`src/rtl/nor_reduce_pipe.sv`:
```
// nor_reduce_pipe: WIDTH-input reduction NOR/AND/OR/NAND built from a tree
// of FANIN-input gate groups, followed by a STAGES-deep valid/ready pipeline
// and a saturating count of consumed results that evaluate true.
//
// MODE encoding: 00 NOR (zero detect), 01 AND (all ones),
//                10 OR (any one),      11 NAND (any zero).
// MODE[0] selects the group operator (1: AND, 0: OR) and therefore the pad
// value. The final inversion (NOR/NAND) is applied at the output from the
// mode carried along with the word, so an in-flight word is always finished
// with the mode it was accepted with.
module nor_reduce_pipe #(
   parameter int WIDTH  = 32,
   parameter int FANIN  = 2,
   parameter int STAGES = 1,
   parameter int CNT_W  = 8
) (
   input  logic             CLK,
   input  logic             RST_N,
   input  logic             A_VALID,
   output logic             A_READY,
   input  logic [WIDTH-1:0] A,
   input  logic [1:0]       MODE,
   output logic             Y_VALID,
   input  logic             Y_READY,
   output logic             Y,
   input  logic             CNT_CLR,
   output logic [CNT_W-1:0] CNT
);

   // Number of tree levels needed so that FANIN^levels >= WIDTH (at least one,
   // so a one-bit input still passes through a padded gate group).
   function automatic int tree_levels(input int w, input int f);
      int span;
      int lv;
      span = 1;
      lv   = 0;
      while (span < w) begin
         span = span * f;
         lv   = lv + 1;
      end
      if (lv == 0) begin
         lv = 1;
      end
      return lv;
   endfunction

   // Integer power used to size each tree level.
   function automatic int ipow(input int b, input int e);
      int r;
      r = 1;
      for (int i = 0; i < e; i++) begin
         r = r * b;
      end
      return r;
   endfunction

   // One FANIN-wide gate group: AND when and_sel, otherwise OR.
   function automatic logic grp_reduce(input logic [FANIN-1:0] grp, input logic and_sel);
      return and_sel ? (&grp) : (|grp);
   endfunction

   // NOR (00) and NAND (11) invert the raw OR/AND tree output.
   function automatic logic mode_inverts(input logic [1:0] m);
      return (m[1] == m[0]);
   endfunction

   // Saturating increment for the true-result counter.
   function automatic logic [CNT_W-1:0] sat_inc(input logic [CNT_W-1:0] v);
      logic [CNT_W-1:0] v_max;
      v_max = '1;
      return (v == v_max) ? v : (v + 1'b1);
   endfunction

   localparam int LEVELS = tree_levels(WIDTH, FANIN);
   localparam int PAD_W  = ipow(FANIN, LEVELS);

   // Elaboration-time guard on the supported parameter ranges.
   if (WIDTH < 1 || WIDTH > 64) begin : g_bad_width
      $error("nor_reduce_pipe: WIDTH must be 1..64");
   end
   if (FANIN < 2 || FANIN > 4) begin : g_bad_fanin
      $error("nor_reduce_pipe: FANIN must be 2..4");
   end
   if (STAGES < 1 || STAGES > 4) begin : g_bad_stages
      $error("nor_reduce_pipe: STAGES must be 1..4");
   end
   if (CNT_W < 1 || CNT_W > 16) begin : g_bad_cntw
      $error("nor_reduce_pipe: CNT_W must be 1..16");
   end

   // ---------------------------------------------------------------------
   // Reduction tree (combinational, in front of stage 0)
   // ---------------------------------------------------------------------
   logic             w_and_sel;
   logic [PAD_W-1:0] w_lvl0;
   logic             w_raw;

   assign w_and_sel = MODE[0];

   // Pad the unused leaf inputs with the identity of the selected operator.
   always_comb begin
      w_lvl0              = {PAD_W{w_and_sel}};
      w_lvl0[WIDTH-1:0]   = A;
   end

   for (genvar lv = 0; lv < LEVELS; lv++) begin : g_lvl
      localparam int N_IN  = PAD_W / ipow(FANIN, lv);
      localparam int N_OUT = N_IN / FANIN;

      logic [N_IN-1:0]  w_in;
      logic [N_OUT-1:0] w_out;

      if (lv == 0) begin : g_leaf
         assign w_in = w_lvl0;
      end else begin : g_inner
         assign w_in = g_lvl[lv-1].w_out;
      end

      // Collapse each FANIN-wide group of this level into one node.
      always_comb begin
         w_out = '0;
         for (int g = 0; g < N_OUT; g++) begin
            w_out[g] = grp_reduce(w_in[g*FANIN +: FANIN], w_and_sel);
         end
      end
   end

   assign w_raw = g_lvl[LEVELS-1].w_out[0];

   // ---------------------------------------------------------------------
   // Pipeline stages with bubble-collapsing valid/ready
   // ---------------------------------------------------------------------
   for (genvar k = 0; k < STAGES; k++) begin : g_stg
      logic       r_vld;
      logic       r_raw;
      logic [1:0] r_mode;
      logic       w_up_vld;
      logic       w_up_raw;
      logic [1:0] w_up_mode;
      logic       w_adv;
      logic       w_ld;

      if (k == 0) begin : g_head
         assign w_up_vld  = A_VALID;
         assign w_up_raw  = w_raw;
         assign w_up_mode = MODE;
      end else begin : g_link
         assign w_up_vld  = g_stg[k-1].r_vld;
         assign w_up_raw  = g_stg[k-1].r_raw;
         assign w_up_mode = g_stg[k-1].r_mode;
      end

      if (k == STAGES - 1) begin : g_tail
         assign w_adv = r_vld & Y_READY;
      end else begin : g_mid
         assign w_adv = r_vld & g_stg[k+1].w_ld;
      end

      // A stage can take a new word when it is empty or its word moves on.
      assign w_ld = ~r_vld | w_adv;

      // Stage occupancy: the only pipeline state that reset touches.
      always_ff @(posedge CLK) begin
         if (!RST_N) begin
            r_vld <= 1'b0;
         end else if (w_ld) begin
            r_vld <= w_up_vld;
         end
      end

      // Stage payload: raw tree result and the mode it was accepted with.
      always_ff @(posedge CLK) begin
         if (w_ld && w_up_vld) begin
            r_raw  <= w_up_raw;
            r_mode <= w_up_mode;
         end
      end
   end

   assign A_READY = g_stg[0].w_ld;
   assign Y_VALID = g_stg[STAGES-1].r_vld;
   assign Y       = Y_VALID & (g_stg[STAGES-1].r_raw ^ mode_inverts(g_stg[STAGES-1].r_mode));

   // ---------------------------------------------------------------------
   // True-result counter
   // ---------------------------------------------------------------------
   logic [CNT_W-1:0] r_cnt;
   logic             w_hit;

   assign w_hit = Y_VALID & Y_READY & Y;

   // Count consumed true results; clear wins over a same-cycle increment.
   always_ff @(posedge CLK) begin
      if (!RST_N) begin
         r_cnt <= '0;
      end else if (CNT_CLR) begin
         r_cnt <= '0;
      end else if (w_hit) begin
         r_cnt <= sat_inc(r_cnt);
      end
   end

   assign CNT = r_cnt;

endmodule

```
`config.mk`:
```
export PLATFORM = sky130hd
export DESIGN_NAME = nor_reduce_pipe
export DESIGN_NICKNAME = d
export VERILOG_FILES = /design/src/rtl/nor_reduce_pipe.sv
export SDC_FILE = /design/constraint.sdc
export NUM_CORES = 1
export LEC_CHECK = 0
export BUFFER_PORTS_ARGS = -buffer_cell sky130_fd_sc_hd__buf_2
export CAP_MARGIN = 20
export CORE_MARGIN = 5
export CORE_UTILIZATION = 40
export DETAILED_ROUTE_END_ITERATION = 6
export PLACE_DENSITY = 0.77
export SLEW_MARGIN = 0
export SYNTH_ARGS = -nofsm -noshare
export SYNTH_HDL_FRONTEND = slang
export SYNTH_SLANG_ARGS = --single-unit
export TNS_END_PERCENT = 5
```
`constraint.sdc`:
```
create_clock -name CLK -period 1.6 [get_ports CLK]
set_input_delay 0 -clock CLK [delete_from_list [all_inputs] [get_ports CLK]]
set_output_delay 0 -clock CLK [all_outputs]
set_load 0.05 [all_outputs]
```
==> results of run 1 <==
layer usage:
metal	vias up	track usage (%)	wire length, um
li1	451	-	-
met1	418	19.1	801
met5	-	0	0
met2	40	33.5	1160
met3	0	4.51	191
met4	0	3.83	0
critical path, delay by kind of cell (launching register included):
family / cells / cell delay (ps)
AND/OR/NAND/NOR: 2 / 500
XOR/XNOR: 1 / 430
flip-flops: 1 / 370
AO/OA/AOI/OAI: 1 / 170
layout make-up:
class | count | area, um2
clock buffer | 3 | 22.5
clock inverter | 1 | 3.75
fill | 165 | 652
inverter | 4 | 15.0
multi-input combinational | 64 | 448
sequential | 12 | 273
tap | 25 | 31.3
timing repair buffer | 55 | 300
state kept, by name, summed over array words and instances (netlist names):
signal        cells
CNT               8
Y_VALID           1
g_stg.r_mode      2
g_stg.r_raw       1
worst min-delay path by stage:
| stage | to | slack (ps) |
|---|---|---|
| after floorplan | g_stg[0].r_mode[0] | 100 |
| after CTS | CNT[2] | 140 |
| final | CNT[2] | 150 |
| after global placement | g_stg[0].r_mode[1] | 180 |
| after global routing | CNT[2] | 170 |
| after detailed placement | g_stg[0].r_mode[1] | 190 |
power by group:
group / switching [mW] / internal (mW)
registers: 0.00511 / 0.318
clock network: 0.102 / 0.0905
logic: 0.0693 / 0.0636
per-stage QoR:
stage	util [%]	setup TNS (ps)
2_1_floorplan	-	-156
3_3_place_gp	58.3	0
3_5_place_dp	58.3	0
4_1_cts	62.1	0
5_1_grt	62.7	-46.8
6_report	62.7	0
repair_timing:
action                                 in CTS  in global routing
buffers inserted                            0                  1
hold buffers                                4                  0
setup endpoints to repair                   0                  3
endpoints found under the hold margin       3                  0
resized for setup                           0                  1
placed cells by master, fill, tap and decap left out, drive strengths merged, types with 2 or more instances in the layout:
cell         instances
clkbuf               3
a21oi                3
edfxtp               3
nor2                 5
dlygate4sd3          4
inv                  4
dfxtp                9
and2                 3
nand2                2
nand2b               2
nor4                 9
nor3                 2
and4                 3
nand4               13
and3                 2
buf                 51
o211ai               3
nand3                3
cells by family (layout without fill, tap and decap cells):
logic type	Yosys count	after routing	synth area share [%]
fa+ha+maj	1	1	1.68
xor+xnor	2	2	4.38
simple gates	46	46	37.7
compound gates	14	14	14.5
buf+inv	6	63	4.04
flops	12	12	36.4
mux	1	1	1.35
==> run_results.csv, run 1 <==
group,metric,value,unit
logic_synthesis,synthFlopType,"dfxtp_1",
timing,fin_crit_sh,94.8,%
floorplan,die_area,2820,um2
critical_path,cp.arrival,1740,ps
logic_synthesis,ys_ff_latch,12,
pwr,ir_drop,0.492,mV
timing,tightest_slew,366,ps
timing,hold_violations,0,
place,dpl.hpwl,1.85,mm
place,place.gp.congestion,0.796,
layout,finalNonFillerCells,164,
critical_path,worstSetupStartpoint,"g_stg[0].r_mode[0]",
logic_synthesis,yosysMostFrequentCell,"nand4_1",
logic_synthesis,syn-instance-count,82,
logic_synthesis,synth_fp_nets,122,
clocking,clk_pin_slew,80,ps
min_path,hold_depth,4,
floorplan,core_area,1750,um2
floorplan,start_util,42.6,%
route,num_vias,909,
place,dpl.cell_count,155,
layout,area_growth,47.1,%
clocking,clockRootBuffer,"clkbuf_4",
timing,grt_setup_unrepaired,"true",
logic_synthesis,synth_edf_count,3,
critical_path,r2r_setup_slack,80,ps
route,post_drt_wl_per_cell,13.1,um
clocking,clock-sinks,12,
route,dr.pass1.iters,4,
critical_path,critPathMaxStageDelay,430,ps
logic_synthesis,avgSynthCellArea,9.06,um2
timing,fmax,0.660,GHz
global_routing,antenna_found_initial,0,
pwr,p_per_area,593,nW/um2
critical_path,crit_fanout,4,
layout,antennaDiodeCount,0,
floorplan,io_pins,50,
clocking,htree_levels,1,
logic_synthesis,ys_types,34,
timing,final_max_slew_viol_count,0,
critical_path,required,1830,ps
route,antenna_left,0,
place,place_ws,80.7,ps
timing,setup_violations,0,
clocking,cts_buffers,3,
timing,setup_ws,84.0,ps
clocking,cts_tree,"built",
timing,whs,145,ps
place,io_buffers,49,
logic_synthesis,netlist_area,743,um2
critical_path,crit_path_start_kind,"flop",
clocking,clkLatencyLatePin,280,ps
timing,skew,4.74,ps
logic_synthesis,synth_async_sr_flop_share,0,%
critical_path,crit_chain,"xnor3_2 > o2111ai_2 > or4_1 > nand2_1",
pwr,finalPower,0.649,mW
timing,finalCriticalPeriod,1520,ps
critical_path,endpoint_kind,"flop",
logic_synthesis,yosysSeqAreaShare,36.4,%
layout,design_area,1090,um2
timing,relSlewSlack,75.6,%
logic_synthesis,yosys_warnings,0,
min_path,min-delay-start,"Y_READY",
logic_synthesis,synth_top_area_share,24.2,%
critical_path,path_class,"reg -> reg",
layout,nets,180,
floorplan,fp.dieH,53.1,um
global_routing,overflow,0,
route,viasPerCell,5.54,
clocking,cts_buffer_depth,2,
global_routing,first_global_vias,916,
outcome,status,"finished clean",
place,place_area,1020,um2
route,first_iter_violations,20,
critical_path,rr_worst_depth,4,
route,drc,0,
logic_synthesis,synth_area_leaders,"dfxtp_1 24%, edfxtp_1 12%, nand4_1 11%",
min_path,min_path_type,"in -> reg",
global_routing,grt_max_degree,10,
floorplan,rows,15,
critical_path,critPathCapture,"CNT[2]",
critical_path,r2r-end,"CNT[2]",
critical_path,slowest_stage,"xnor3_2",
global_routing,grt_usage,17.6,%
logic_synthesis,yosys.area.top_type,"dfxtp_1",
critical_path,timing.rr.start,"g_stg[0].r_mode[0]",
flow_run,drv_cap,0,
pwr,leakage,0.493,nW
floorplan,fp.dieW,53.1,um
route,wl,2.15,mm
layout,drive_gt1_share,45.3,%
logic_synthesis,synth.top_cells.by_count,"13 x nand4_1, 9 x dfxtp_1, 9 x nor4_1, 5 x nor2_1, 4 x inv_1",
global_routing,grt_pass1_wl,3.73,mm
(Power assumes the default switching activity.)
==> run 2: changes to the inputs <==
- BUFFER_PORTS_ARGS: -buffer_cell sky130_fd_sc_hd__buf_2 -> unset
- CORE_UTILIZATION: 40 -> 50
- DONT_BUFFER_PORTS: unset -> 1
- PLACE_DENSITY: 0.77 -> unset
==> run 2 against run 1 <==
Utilization grew 0.94 points. Routed wire length decreased by 8.4%. Die area down 16%. Critical path depth stayed put. Count of clock-buffer cells in the layout did not move. Largest cell class unchanged. The run now ends with hold timing left. Highest routed layer is now met4. Worst hold slack got worse by 170 ps. Setup slack lost 25 ps. Maximum frequency is 1.6% lower. Via count fell by 19%.
==> run_results.csv, run 2 (synthesis results as in run 1) <==
group,metric,value,unit
outcome,status,"finished, violations left",
outcome,violations,"hold timing",
layout,fillers,136,
timing,whs,-21.6,ps
route,viasPerCell,6.32,
pwr,ir_drop,0.401,mV
timing,tightest_slew,391,ps
min_path,min_path_type,"in -> reg",
timing,relSlewSlack,73.9,%
global_routing,grt_use_met1,18.4,%
pwr,finalPower,0.601,mW
place,place_area,836,um2
global_routing,grt_usage,17.1,%
route,antenna_left,0,
critical_path,r2r-end,"CNT[6]",
critical_path,rr_worst_depth,4,
pwr,leakage,0.342,nW
critical_path,cp.arrival,1760,ps
timing,hold_violations,3,
layout,drive_gt1_share,24.0,%
place,dpl.hpwl,1.60,mm
global_routing,overflow,0,
clocking,clkLatencyLatePin,280,ps
layout,final_common_cell,"nand4_1",
clocking,cts_tree,"built",
critical_path,timing.rr.start,"g_stg[0].r_raw",
layout,finalNonFillerCells,116,
global_routing,grt_pass1_wl,3.24,mm
timing,finalCriticalPeriod,1540,ps
critical_path,required,1810,ps
critical_path,crit_fanout,4,
global_routing,busiest_layer,"met2",
global_routing,first_global_vias,748,
timing,setup_violations,0,
critical_path,endpoint_kind,"flop",
clocking,cts_buffer_depth,2,
critical_path,crit_path_start_kind,"flop",
clocking,htree_levels,1,
clocking,clock-sinks,12,
layout,design_area,925,um2
floorplan,core_area,1450,um2
floorplan,start_util,51.1,%
critical_path,worstSetupStartpoint,"g_stg[0].r_raw",
floorplan,fp.dieH,48.6,um
layout,nets,141,
place,place.gp.congestion,0.848,
clocking,clockRootBuffer,"clkbuf_4",
floorplan,rows,14,
layout,area_growth,24.4,%
global_routing,grt_use_met2,28.3,%
route,first_iter_violations,11,
layout,largest_register_ff_count,8,
pwr,p_per_area,650,nW/um2
critical_path,r2r_setup_slack,60,ps
global_routing,grt_max_degree,10,
global_routing,grtUsageMet3,8.59,%
place,dpl.cell_count,107,
clocking,cts_buffers,3,
floorplan,fp.dieW,48.6,um
floorplan,io_pins,50,
global_routing,antenna_found_initial,0,
timing,fin_crit_sh,96.3,%
layout,antennaDiodeCount,0,
clocking,clk_pin_slew,80,ps
route,dr.pass1.iters,4,
timing,grt_setup_unrepaired,"true",
timing,final_max_slew_viol_count,0,
timing,fmax,0.649,GHz
flow_run,drv_cap,0,
route,wl,1.97,mm
route,num_vias,733,
place,io_buffers,0,
layout,final_cell_mix,"13 x nand4_1, 12 x buf_4, 9 x nor4_1, 7 x dfxtp_1, 5 x nor2_1",
critical_path,path_class,"reg -> reg",
route,drc,0,
route,post_drt_wl_per_cell,17.0,um
critical_path,critPathCapture,"CNT[6]",
floorplan,die_area,2360,um2
timing,skew,0.179,ps
run 2: changes by cell type in the layout (fill, tap and decap cells not counted):
cell / change
buf_4: +10
ha_1: +1
a21oi_2: +1
buf_2: -49
o2111ai_4: +1
o2111ai_2: -1
ha_2: -1
a21oi_1: -1
run 2: how the worst min path moves through the flow:
stage,start,end,slack [ps],depth (start not counted)
final,Y_READY,CNT[2],-20,3
after global routing,Y_READY,CNT[2],2,3
after CTS,Y_READY,CNT[2],1,3
after detailed placement,MODE[1],g_stg[0].r_mode[1],100,0
after global placement,MODE[1],g_stg[0].r_mode[1],100,0
after floorplan,MODE[0],g_stg[0].r_mode[0],100,0
run 2: what timing repair did:
| item | CTS | global route |
|---|---|---|
| buffers inserted | 0 | 1 |
| resized for setup | 0 | 2 |
| hold endpoints to repair | 4 | 0 |
| hold buffers | 4 | 0 |
| setup endpoints to repair | 0 | 2 |
run 2: layout make-up:
| type | instances | area, um2 | share of cell area [%] |
|---|---|---|---|
| clock buffer | 3 | 22.5 | 2.44 |
| multi-input combinational | 64 | 460 | 49.8 |
| timing repair buffer | 16 | 130 | 14.1 |
| sequential | 12 | 273 | 29.5 |
| inverter | 4 | 15.0 | 1.62 |
| clock inverter | 1 | 3.75 | 0.406 |
| tap | 16 | 20.0 | 2.17 |
run 2: where the power goes:
group / switching, mW / total [mW] / internal (mW) / leakage (nW)
registers: 0.00428 / 0.322 / 0.318 / 0.103
logic: 0.0460 / 0.0812 / 0.0352 / 0.223
clock network: 0.107 / 0.198 / 0.0905 / 0.0154
total: 0.158 / 0.601 / 0.444 / 0.342
run 2: per-layer routing:
metal  vias up  part of all wire, %
met1       327                   40
met3         4                  9.8
li1        370                    -
met5         -                    0
met4         0                  1.3
met2        32                   49
run 2: critical path: stages, from the launching register on:
cell and delay [ps]:
edfxtp_1 370, xnor3_2 460, nand4_1 150, or3_1 380, a21oi_2 120
run 2: stage by stage:
step	setup slack, ps	setup TNS [ps]	utilization, %
4_1_cts	29.1	0	62.0
3_3_place_gp	70.3	0	57.5
5_1_grt	-41.3	-99.4	63.6
3_5_place_dp	47.3	0	57.5
6_report	58.7	0	63.6
2_1_floorplan	-71.7	-156	-
